`src/rtl/truth_table_sequencer.sv`:
```
// Self-test sequencer for a pair of 2-input gate blocks: walks {in1,in0} through
// 00..11, waits SETTLE cycles per vector, and records which vectors produced wrong results.
module truth_table_sequencer #(
  parameter int SETTLE = 2
) (
  input  logic       clk,
  input  logic       rst,
  input  logic       start,
  output logic       in0,
  output logic       in1,
  input  logic       and_out,
  input  logic       nand_out,
  input  logic       or_out,
  input  logic       nor_out,
  output logic       busy,
  output logic       done,
  output logic       pass,
  output logic [2:0] err_count,
  output logic [3:0] fail_mask,
  output logic [1:0] first_fail
);

  localparam logic [2:0] ST_IDLE   = 3'd0;
  localparam logic [2:0] ST_DRIVE  = 3'd1;
  localparam logic [2:0] ST_SETTLE = 3'd2;
  localparam logic [2:0] ST_SAMPLE = 3'd3;
  localparam logic [2:0] ST_DONE   = 3'd4;

  localparam logic [3:0] SETTLE_LAST = 4'(SETTLE - 1);

  logic [2:0] state;
  logic [1:0] idx;
  logic [3:0] cnt;

  logic exp_and;
  logic exp_nand;
  logic exp_or;
  logic exp_nor;
  logic vector_fail;

  assign exp_and  = in1 & in0;
  assign exp_nand = ~(in1 & in0);
  assign exp_or   = in1 | in0;
  assign exp_nor  = ~(in1 | in0);

  // Case equality so that an X or Z from the gate under test is reported as a failure.
  assign vector_fail = !((and_out === exp_and) && (nand_out === exp_nand) &&
                         (or_out === exp_or) && (nor_out === exp_nor));

  assign busy = (state == ST_DRIVE) || (state == ST_SETTLE) || (state == ST_SAMPLE);
  assign done = (state == ST_DONE);

  always_ff @(posedge clk or posedge rst) begin
    if (rst) begin
      state      <= ST_IDLE;
      idx        <= 2'd0;
      cnt        <= 4'd0;
      in0        <= 1'b0;
      in1        <= 1'b0;
      pass       <= 1'b0;
      err_count  <= 3'd0;
      fail_mask  <= 4'd0;
      first_fail <= 2'd0;
    end else begin
      case (state)
        ST_IDLE: begin
          if (start) begin
            state      <= ST_DRIVE;
            idx        <= 2'd0;
            pass       <= 1'b0;
            err_count  <= 3'd0;
            fail_mask  <= 4'd0;
            first_fail <= 2'd0;
          end
        end
        ST_DRIVE: begin
          {in1, in0} <= idx;
          cnt        <= 4'd0;
          state      <= ST_SETTLE;
        end
        ST_SETTLE: begin
          if (cnt == SETTLE_LAST) begin
            state <= ST_SAMPLE;
          end else begin
            cnt <= cnt + 4'd1;
          end
        end
        ST_SAMPLE: begin
          if (vector_fail) begin
            fail_mask[idx] <= 1'b1;
            err_count      <= err_count + 3'd1;
            if (fail_mask == 4'd0) begin
              first_fail <= idx;
            end
          end
          if (idx == 2'd3) begin
            state <= ST_DONE;
          end else begin
            idx   <= idx + 2'd1;
            state <= ST_DRIVE;
          end
        end
        ST_DONE: begin
          pass  <= (err_count == 3'd0);
          state <= ST_IDLE;
        end
        default: state <= ST_IDLE;
      endcase
    end
  end

endmodule

```
`config.mk`:
```
export PLATFORM = sky130hd
export DESIGN_NAME = truth_table_sequencer
export DESIGN_NICKNAME = d
export VERILOG_FILES = /design/src/rtl/truth_table_sequencer.sv
export SDC_FILE = /design/constraint.sdc
export NUM_CORES = 1
export LEC_CHECK = 0
export BUFFER_PORTS_ARGS = -buffer_cell sky130_fd_sc_hd__buf_2
export CORE_UTILIZATION = 54
export CTS_BUF_LIST = sky130_fd_sc_hd__clkbuf_8 sky130_fd_sc_hd__clkbuf_16
export DETAILED_ROUTE_END_ITERATION = 8
export GPL_TIMING_DRIVEN = 0
export PLACE_DENSITY = 0.78
export SYNTH_ARGS = -nofsm -noshare
export SYNTH_HDL_FRONTEND = slang
export SYNTH_SLANG_ARGS = --single-unit
```
`constraint.sdc`:
```
create_clock -name clk -period 1.9 [get_ports clk]
set_input_delay 0 -clock clk [delete_from_list [all_inputs] [get_ports clk]]
set_output_delay 0 -clock clk [all_outputs]
set_load 0.02 [all_outputs]
```
# Yosys cells after proc, flatten, opt, wreduce, memory -nomap -nowiden

Cells that the tools add are included.

Output and inout port bits: 14
Register bits after elaboration: 21
Logic and storage cells: 75

Add/sub/neg operators: 3
Mux-type cells: 22
Bitwise logic cells: 5
Reductions and logical operators: 18
Magnitude comparators: 2
Eq/ne operators: 16

Operators by type and width:

| cell                                                                   | number |
|---|---|
| 4-bit case mux with 2 select lines                                     | 2 |
| 3-bit 2-to-1 mux                                                       | 5 |
| 4-bit 2-to-1 mux                                                       | 3 |
| 3-bit case mux with 4 select lines                                     | 1 |
| 2-bit 2-to-1 mux                                                       | 4 |
| 2-bit != test (second input constant)                                  | 4 |
| 2-bit case mux with 2 select lines                                     | 2 |
| 3-bit by 2-bit equality test with 1-bit output (second input constant) | 2 |
| 3-bit logical NOT                                                      | 2 |
| 3-bit case mux with 2 select lines                                     | 1 |
| 2-bit AND reduction                                                    | 3 |
| 3-bit AND reduction                                                    | 2 |
| 2-bit nonzero test                                                     | 3 |
| 4-bit by 1-bit adder with 4-bit output (second input constant)         | 1 |
| 4-bit by 1-bit equality test with 1-bit output (second input constant) | 1 |
| 1-bit case equality test                                               | 4 |
| 1-bit logical AND                                                      | 4 |
| 4-bit logical NOT                                                      | 1 |
| 2-bit by 1-bit != test with 1-bit output (second input constant)       | 2 |
| 4-bit OR                                                               | 1 |
| 4-bit AND reduction                                                    | 1 |
| 3-bit by 1-bit adder with 3-bit output (second input constant)         | 1 |
| 3-bit by 1-bit equality test with 1-bit output (second input constant) | 1 |
| 3-bit equality test (second input constant)                            | 1 |
| other kinds (11)                                                       | 14 |

# Depth between registers and ports, before layout

Gate-level depths: netlist (run 1).

Word-level depth: 8
Gate-level depth with buffers: 5

# Least setup slack after synthesis (run 1)

No wires, ideal clock.

Path kind: reg2reg
Start point: register in1
End point: register fail_mask[0]
Data required time: 1.779 ns
Path slack: 0.379 ns
Data arrival time: 1.400 ns
Cell stages (with the launch flop): 5
Setup time: 0.121 ns
Clock period less this slack: 1.521 ns
Cells stage by stage: dfrtp_1 or3b_1 a21oi_4 nor3_2 a22o_1

Word-level cells in the longest chain between the ends: 8
Elaborated cells on any way between the ends: 13
Classes of those cells: eq/ne (5); bitwise (4); reduce/logical (4)

Ends and longest elaborated chain:

| what                                     | line   | text |
|---|---|---|
| from (decl)                              | 10     | `output logic in1,` |
| from (signal assigned)                   | 77     | `{in1, in0} <= idx;` |
| 1-bit AND                                | 41, 42 |  |
| 1-bit NOT                                | 42     | `assign exp_nand = ~(in1 & in0);` |
| 1-bit case equality test                 | 47     | `assign vector_fail = !((and_out === exp_and) && (nand_out === exp_nand) &&` |
| 1-bit logical AND (2 in series)          | 47     |  |
| 1-bit logical AND (*)                    | 48     | `(or_out === exp_or) && (nor_out === exp_nor));` |
| 2-bit != test (no source line) (*)       | n/a    |  |
| 3-bit AND reduction (no source line) (*) | n/a    |  |
| to (signal assigned)                     | 62     | `fail_mask <= 4'd0;` |
| to (signal assigned)                     | 72     | `fail_mask <= 4'd0;` |
| to (signal, indexed assignment)          | 90     | `fail_mask[idx] <= 1'b1;` |
| to (decl)                                | 19     | `output logic [3:0] fail_mask,` |

Every way passes the cells marked *; elsewhere a longest branch is shown, timed or not.
A chain may end at the register's enable or synchronous reset.

# Worst setup path in the final report (run 1)

Start point: register in1
End point: register fail_mask[1]

Same word-level chain as after synthesis.

==> results of run 1 <==
## synthesized netlist by cell type, types with 2 or more instances
| cell | n |
|---|---|
| nor3_2 | 2 |
| dfrtp_1 | 21 |
| mux2i_1 | 5 |
| xnor2_1 | 2 |
| or3b_1 | 3 |
| and2_1 | 2 |
| nor2_1 | 6 |
| inv_1 | 11 |
| o21a_1 | 2 |
| a21oi_4 | 2 |
| o21ai_0 | 8 |
| nand3_1 | 5 |
| nand2_1 | 9 |
| a22o_1 | 4 |
| nor3_1 | 3 |
| ha_1 | 8 |
| nand3b_1 | 3 |
| a21oi_1 | 2 |
## cells in the final DEF, fill, tap and decap left out, types with 3 or more instances in the layout
cell type / synthesis / routed
a22o_1: 4 / 4
nor3_1: 3 / 3
inv_1: 11 / 12
nand3_1: 5 / 5
o21ai_0: 8 / 8
or3b_1: 3 / 3
dfrtp_1: 21 / 21
nor2_1: 6 / 6
nand3b_1: 3 / 3
ha_1: 8 / 8
clkbuf_8: 0 / 3
buf_2: 1 / 21
mux2i_1: 5 / 5
nand2_1: 9 / 9
## kinds of logic after synthesis
group,synth area share [%]
mux,5.31
flops,45.5
buf+inv,4.98
fa+ha+maj,8.67
compound gates,14.7
simple gates,19.3
xor+xnor,1.52
## worst max-delay path, stage by stage, from the launching register on
cell	delay (ns)
dfrtp_1	0.44
or3b_1	0.43
a21oi_4	0.21
nor3_2	0.12
a22o_1	0.25
## state kept, by name, summed over array words and instances (netlist names)
register,count
cnt,4
fail_mask,4
err_count,3
state,3
first_fail,2
idx,2
in0,1
in1,1
pass,1
## through the flow
stage          util, %  power (uW)  worst slack [ns]  area, sq um  hold WS, ns
3_3_place_gp      65.0        1750             0.382         1290        0.187
5_1_grt           67.8        2250             0.222         1340        0.164
4_1_cts           67.8        2090             0.338         1340        0.159
6_report          67.8        2070             0.336         1340        0.150
3_5_place_dp      65.0        1790             0.352         1290        0.188
2_1_floorplan        -        1500             0.379         1150      -0.0235
## final cells by class
cell class,instances,area (sq um),share of cell area (%)
multi-input cells,77,572,42.6
inverters,11,41.3,3.07
clock buffers,3,41.3,3.07
repair buffers,21,110,8.19
clock inverters,1,3.75,0.279
plain buffers,2,16.3,1.21
well taps,27,33.8,2.51
flip-flops and latches,21,526,39.1
## worst paths after layout
check | from | to | slack [ns] | cells past startpoint
setup / recovery | in1 | fail_mask[1] | 0.34 | 4
hold / removal | start | pass | 0.15 | 3
setup reg to reg | in1 | fail_mask[1] | 0.34 | 4
hold reg to reg | pass | pass | 0.50 | 1
max in group asynchronous | rst | cnt[3] | 0.96 | 3
min in group asynchronous | rst | cnt[0] | 0.43 | 3
## layer usage
layer,track usage [%],wire length (um)
met1,28.5,1010
met2,35.7,1060
met3,3.33,47
met4,8.33,40
met5,0,0
## power groups by stage
stage	clock [uW]	combinational, uW	sequential [uW]
final	288	1020	767
after global routing	310	1140	794
after CTS	293	1020	769
after detailed placement	0	1010	776
after global placement	0	982	764
after floorplan	0	624	881
==> reports/results.ini, run 1 <==
[logic_synthesis]
yosysWarnings=0
syn_nets=126
async_flop_share_pct=100
seq_area_frac_synth_pct=45.5
ys_ff_latch=21
synth.top_cell.area_share_pct=45.5
synth_cell_types=31
synth_area_leaders=dfrtp_1 (46%), ha_1 (8.7%), mux2i_1 (4.3%)
netlist_area_sq_um=1150
syn_area_per_cell_sq_um=10.4
synth_area_leader_cell=dfrtp_1
synth-edff-count=0
ys.flop_type=dfrtp_1
synthCells=111

[clocking]
clk_latency_ns=0.26
cts_sinks=21
cts-root-buf=clkbuf_8
postCtsSetupRepairBufs=0
h-tree-depth=1
cts_buffers=3
cts_hold_repair.buffers=1
path_clk_slew_ns=0.08
ctsResizeCount=0
cts_tree=built
cts_max_path_buffers=2

[global_routing]
grt_pass1_wl_um=3470
gr-usage-all-layers_pct=21.6
grt_max_degree=22
grt_pass1_vias=845
grt_overflow=0
antenna_found_initial=0

[drt]
dr_total_vias=897
viasPerCell=5.50
wirelength_um=2160
wire_per_inst_um=13.2
drt_first_pass_iters=4
drt_iter0_markers=15
ant_nets=0
drc_errors=0

[power]
power_frac_clock_pct=13.9
leakage_uw=0.000661
power.internal_uw=1170
p_per_area_nw_per_um2=1540
pwr-share-seq_pct=37.0
swShare_pct=43.4
p_comb_share_pct=49.1
peakVddDrop_v=0.00113
netSwitchingPower_uw=898

[timing]
finalSetupTns_ns=0
rsz0062_at_grt=no
finalSetupViolCount=0
worst_pin_slew_ns=0.807
fin_crit_ns=1.56
max_slew_margin_pct=46.2
fin_crit_sh_pct=82.3
hold_viol_final=0
finalMaxSlewViolations=0
fin_worst_skew_ns=0.00572
max_clock_freq_ghz=0.639

[floorplanning]
num_io_pins=21
initial_core_util_pct=58.3
core_area_sq_um=1980
die_width_um=48.2
fp-row-count=16
die_area_sq_um=2330
die_h_um=48.2

[worst_hold_path]
hold_path.class=primary input to register

[worst_setup_path]
crit_arrival_ns=1.71
path_max_fanout=6
critPathLaunchType=register
worst_ep_required_time_ns=2.05
criticalPathCategory=register to register
endpoint_kind=register

[final_layout]
instances_no_fill=163
nets=152
nFillCells=162
area_growth_pct=16.4
drive_gt1_share_pct=22.8
n_antenna_cell=0

[placed_design]
io_buffers=20
dp_cells=158
dp.final_hpwl_um=1600
place_congestion=0.785

[run_status]
status=complete, no violations

[job]
cap_viol_max_count=0

No activity file was read; power rests on OpenSTA's default activity.
==> inputs of run 2 (changes only) <==
--- a/config.mk
+++ b/config.mk
@@ -6,11 +6,11 @@
 export NUM_CORES = 1
 export LEC_CHECK = 0
 export BUFFER_PORTS_ARGS = -buffer_cell sky130_fd_sc_hd__buf_2
-export CORE_UTILIZATION = 54
+export CORE_UTILIZATION = 48
 export CTS_BUF_LIST = sky130_fd_sc_hd__clkbuf_8 sky130_fd_sc_hd__clkbuf_16
 export DETAILED_ROUTE_END_ITERATION = 8
 export GPL_TIMING_DRIVEN = 0
-export PLACE_DENSITY = 0.78
+export PLACE_DENSITY = 0.73
 export SYNTH_ARGS = -nofsm -noshare
 export SYNTH_HDL_FRONTEND = slang
 export SYNTH_SLANG_ARGS = --single-unit
==> constraint.sdc (replaced) <==
create_clock -name clk -period 1.35 [get_ports clk]
set_input_delay 0 -clock clk [delete_from_list [all_inputs] [get_ports clk]]
set_output_delay 0 -clock clk [all_outputs]
set_load 0.02 [all_outputs]
==> reports/results.ini, run 2 (same netlist as run 1, synthesis figures left out) <==
[placed_design]
place_congestion=0.762  ; -2.9%
dp_cells=159  ; +0.63%
io_buffers=20  ; unchanged
dp.final_hpwl_um=1650  ; +3.0%

[final_layout]
nets=157  ; +3.3%
n_antenna_cell=0  ; unchanged
final_common_cell=buf_2
layout_common_cells=buf_2 (20), dfrtp_1 (19), inv_1 (11)
drive_gt1_share_pct=34.8  ; +12 points
instances_no_fill=169  ; +3.7%
area_growth_pct=24.9
top_regs=cnt (4), fail_mask (4)

[drt]
drt_iter0_markers=12  ; -3
wl_met2_um=1140  ; +7.8%
viasPerCell=5.37  ; -2.5%
highest_layer=met4
drt_first_pass_iters=4  ; unchanged
wirelength_um=2310  ; +6.9%
wire_per_inst_um=13.7  ; +3.1%
met3_length_um=50  ; +6.4%
ant_nets=0  ; unchanged
dr_total_vias=907  ; +1.1%
wl_met1_um=1080  ; +6.2%
drc_errors=0  ; unchanged

[power]
leakage_uw=0.000692  ; +4.7%
p_per_area_nw_per_um2=2190  ; +42%
peakVddDrop_v=0.00170  ; +51%

[clocking]
cts-root-buf=clkbuf_8
h-tree-depth=1  ; unchanged
cts_buffers=3  ; unchanged
cts_max_path_buffers=2  ; unchanged
clk_latency_ns=0.26  ; about the same
cts_tree=built
path_clk_slew_ns=0.08  ; about the same
cts_sinks=21  ; unchanged

[worst_setup_path]
path_max_fanout=5  ; -1
critPathMaxStageDelay_ns=0.43  ; about the same
worst_ep_required_time_ns=1.51  ; -0.54 ns
slowest_stage=dfrtp_2
critPathLaunchType=register
crit_path_cell_trace=or3b_4 -> a21oi_4 -> nor3_4 -> a22o_1
endpoint_kind=register
crit_arrival_ns=1.62  ; -0.09 ns
criticalPathCategory=register to register

[timing]
fin_crit_ns=1.46  ; -0.101 ns
fin_worst_skew_ns=0.00554  ; -0.000181 ns
max_clock_freq_ghz=0.683  ; +6.9%
finalSetupViolCount=12  ; +12
fin_crit_sh_pct=108  ; +26 points
max_slew_margin_pct=48.2  ; +2.0 points
worst_hold_slack_ns=0.160  ; +0.0100 ns
finalMaxSlewViolations=0  ; unchanged
rsz0062_at_grt=yes
hold_viol_final=0  ; unchanged
worst_pin_slew_ns=0.776  ; -0.0304 ns
fin_ws_ns=-0.113  ; -0.449 ns

[run_status]
status=finished with violations
violations=negative setup slack

[worst_hold_path]
hold_path.class=primary input to register

[global_routing]
antenna_found_initial=0  ; unchanged
grt_max_degree=22  ; unchanged
grt_pass1_wl_um=3970  ; +15%
grt_overflow=0  ; unchanged
grt_pass1_vias=898  ; +6.3%
gr-usage-all-layers_pct=20.4  ; -1.2 points

[floorplanning]
initial_core_util_pct=51.7  ; -6.6 points
core_area_sq_um=2230  ; +13%
fp-row-count=17  ; +1
die_width_um=51.1  ; +5.8%
num_io_pins=21  ; unchanged
die_area_sq_um=2610  ; +12%
die_h_um=51.1  ; +5.8%

[job]
cap_viol_max_count=0  ; unchanged

[run 2: cell type report]
cell class,instances,area [sq um]
sequential,21,528
multi-input combinational,77,627
tap,28,35.0
fill,186,791
buffer,2,18.8
inverter,11,41.3
timing repair buffer,26,148
clock buffer,3,41.3
clock inverter,1,3.75
[run 2: repair_timing]
item | in CTS | in global routing
setup endpoints to repair | 12 | 16
hold buffers | 1 | 0
resized for setup | 7 | 1
hold endpoints to repair | 21 | 0
pin swaps | 4 | 0
setup buffers | 4 | 1
[run 2: routing by layer]
metal | vias up | track usage [%]
met2 | 15 | 34.6
li1 | 445 | -
met1 | 442 | 26.1
met4 | 0 | 8.33
met3 | 5 | 2.68
met5 | - | 0
[run 2: final timing paths]
path                              start      endpoint  slack [ns]  cells after the start
max                                 in1  fail_mask[2]       -0.11                      4
min                               start          pass        0.16                      3
max reg2reg                         in1  fail_mask[2]       -0.11                      4
min reg2reg                err_count[2]  err_count[2]        0.50                      1
max in group asynchronous           rst           in0        0.39                      3
min in group asynchronous           rst      state[2]        0.43                      3
[run 2: metrics by stage]
stage	util, %	area (sq um)	power (uW)	TNS, ns	setup slack (ns)
after global routing	64.6	1440	3410	-1.47	-0.160
after floorplan	-	1190	2190	-0.626	-0.116
after detailed placement	59.2	1320	2590	-1.23	-0.151
final	64.6	1440	3160	-0.855	-0.113
after global placement	59.2	1320	2530	-0.945	-0.128
after CTS	64.0	1430	3140	-0.863	-0.119
[run 2: power by group]
group          leakage (uW)  internal, uW  switching (uW)
Clock             0.0000269           203             208
Sequential         0.000269           880             222
Combinational      0.000396           723             926
[run 2: critical path, delay by kind of cell (launching register included)]
kind               cells  cell delay (ns)
DFF                    1             0.43
and+or+nand+nor        2             0.48
AOI/OAI and AO/OA      2             0.45
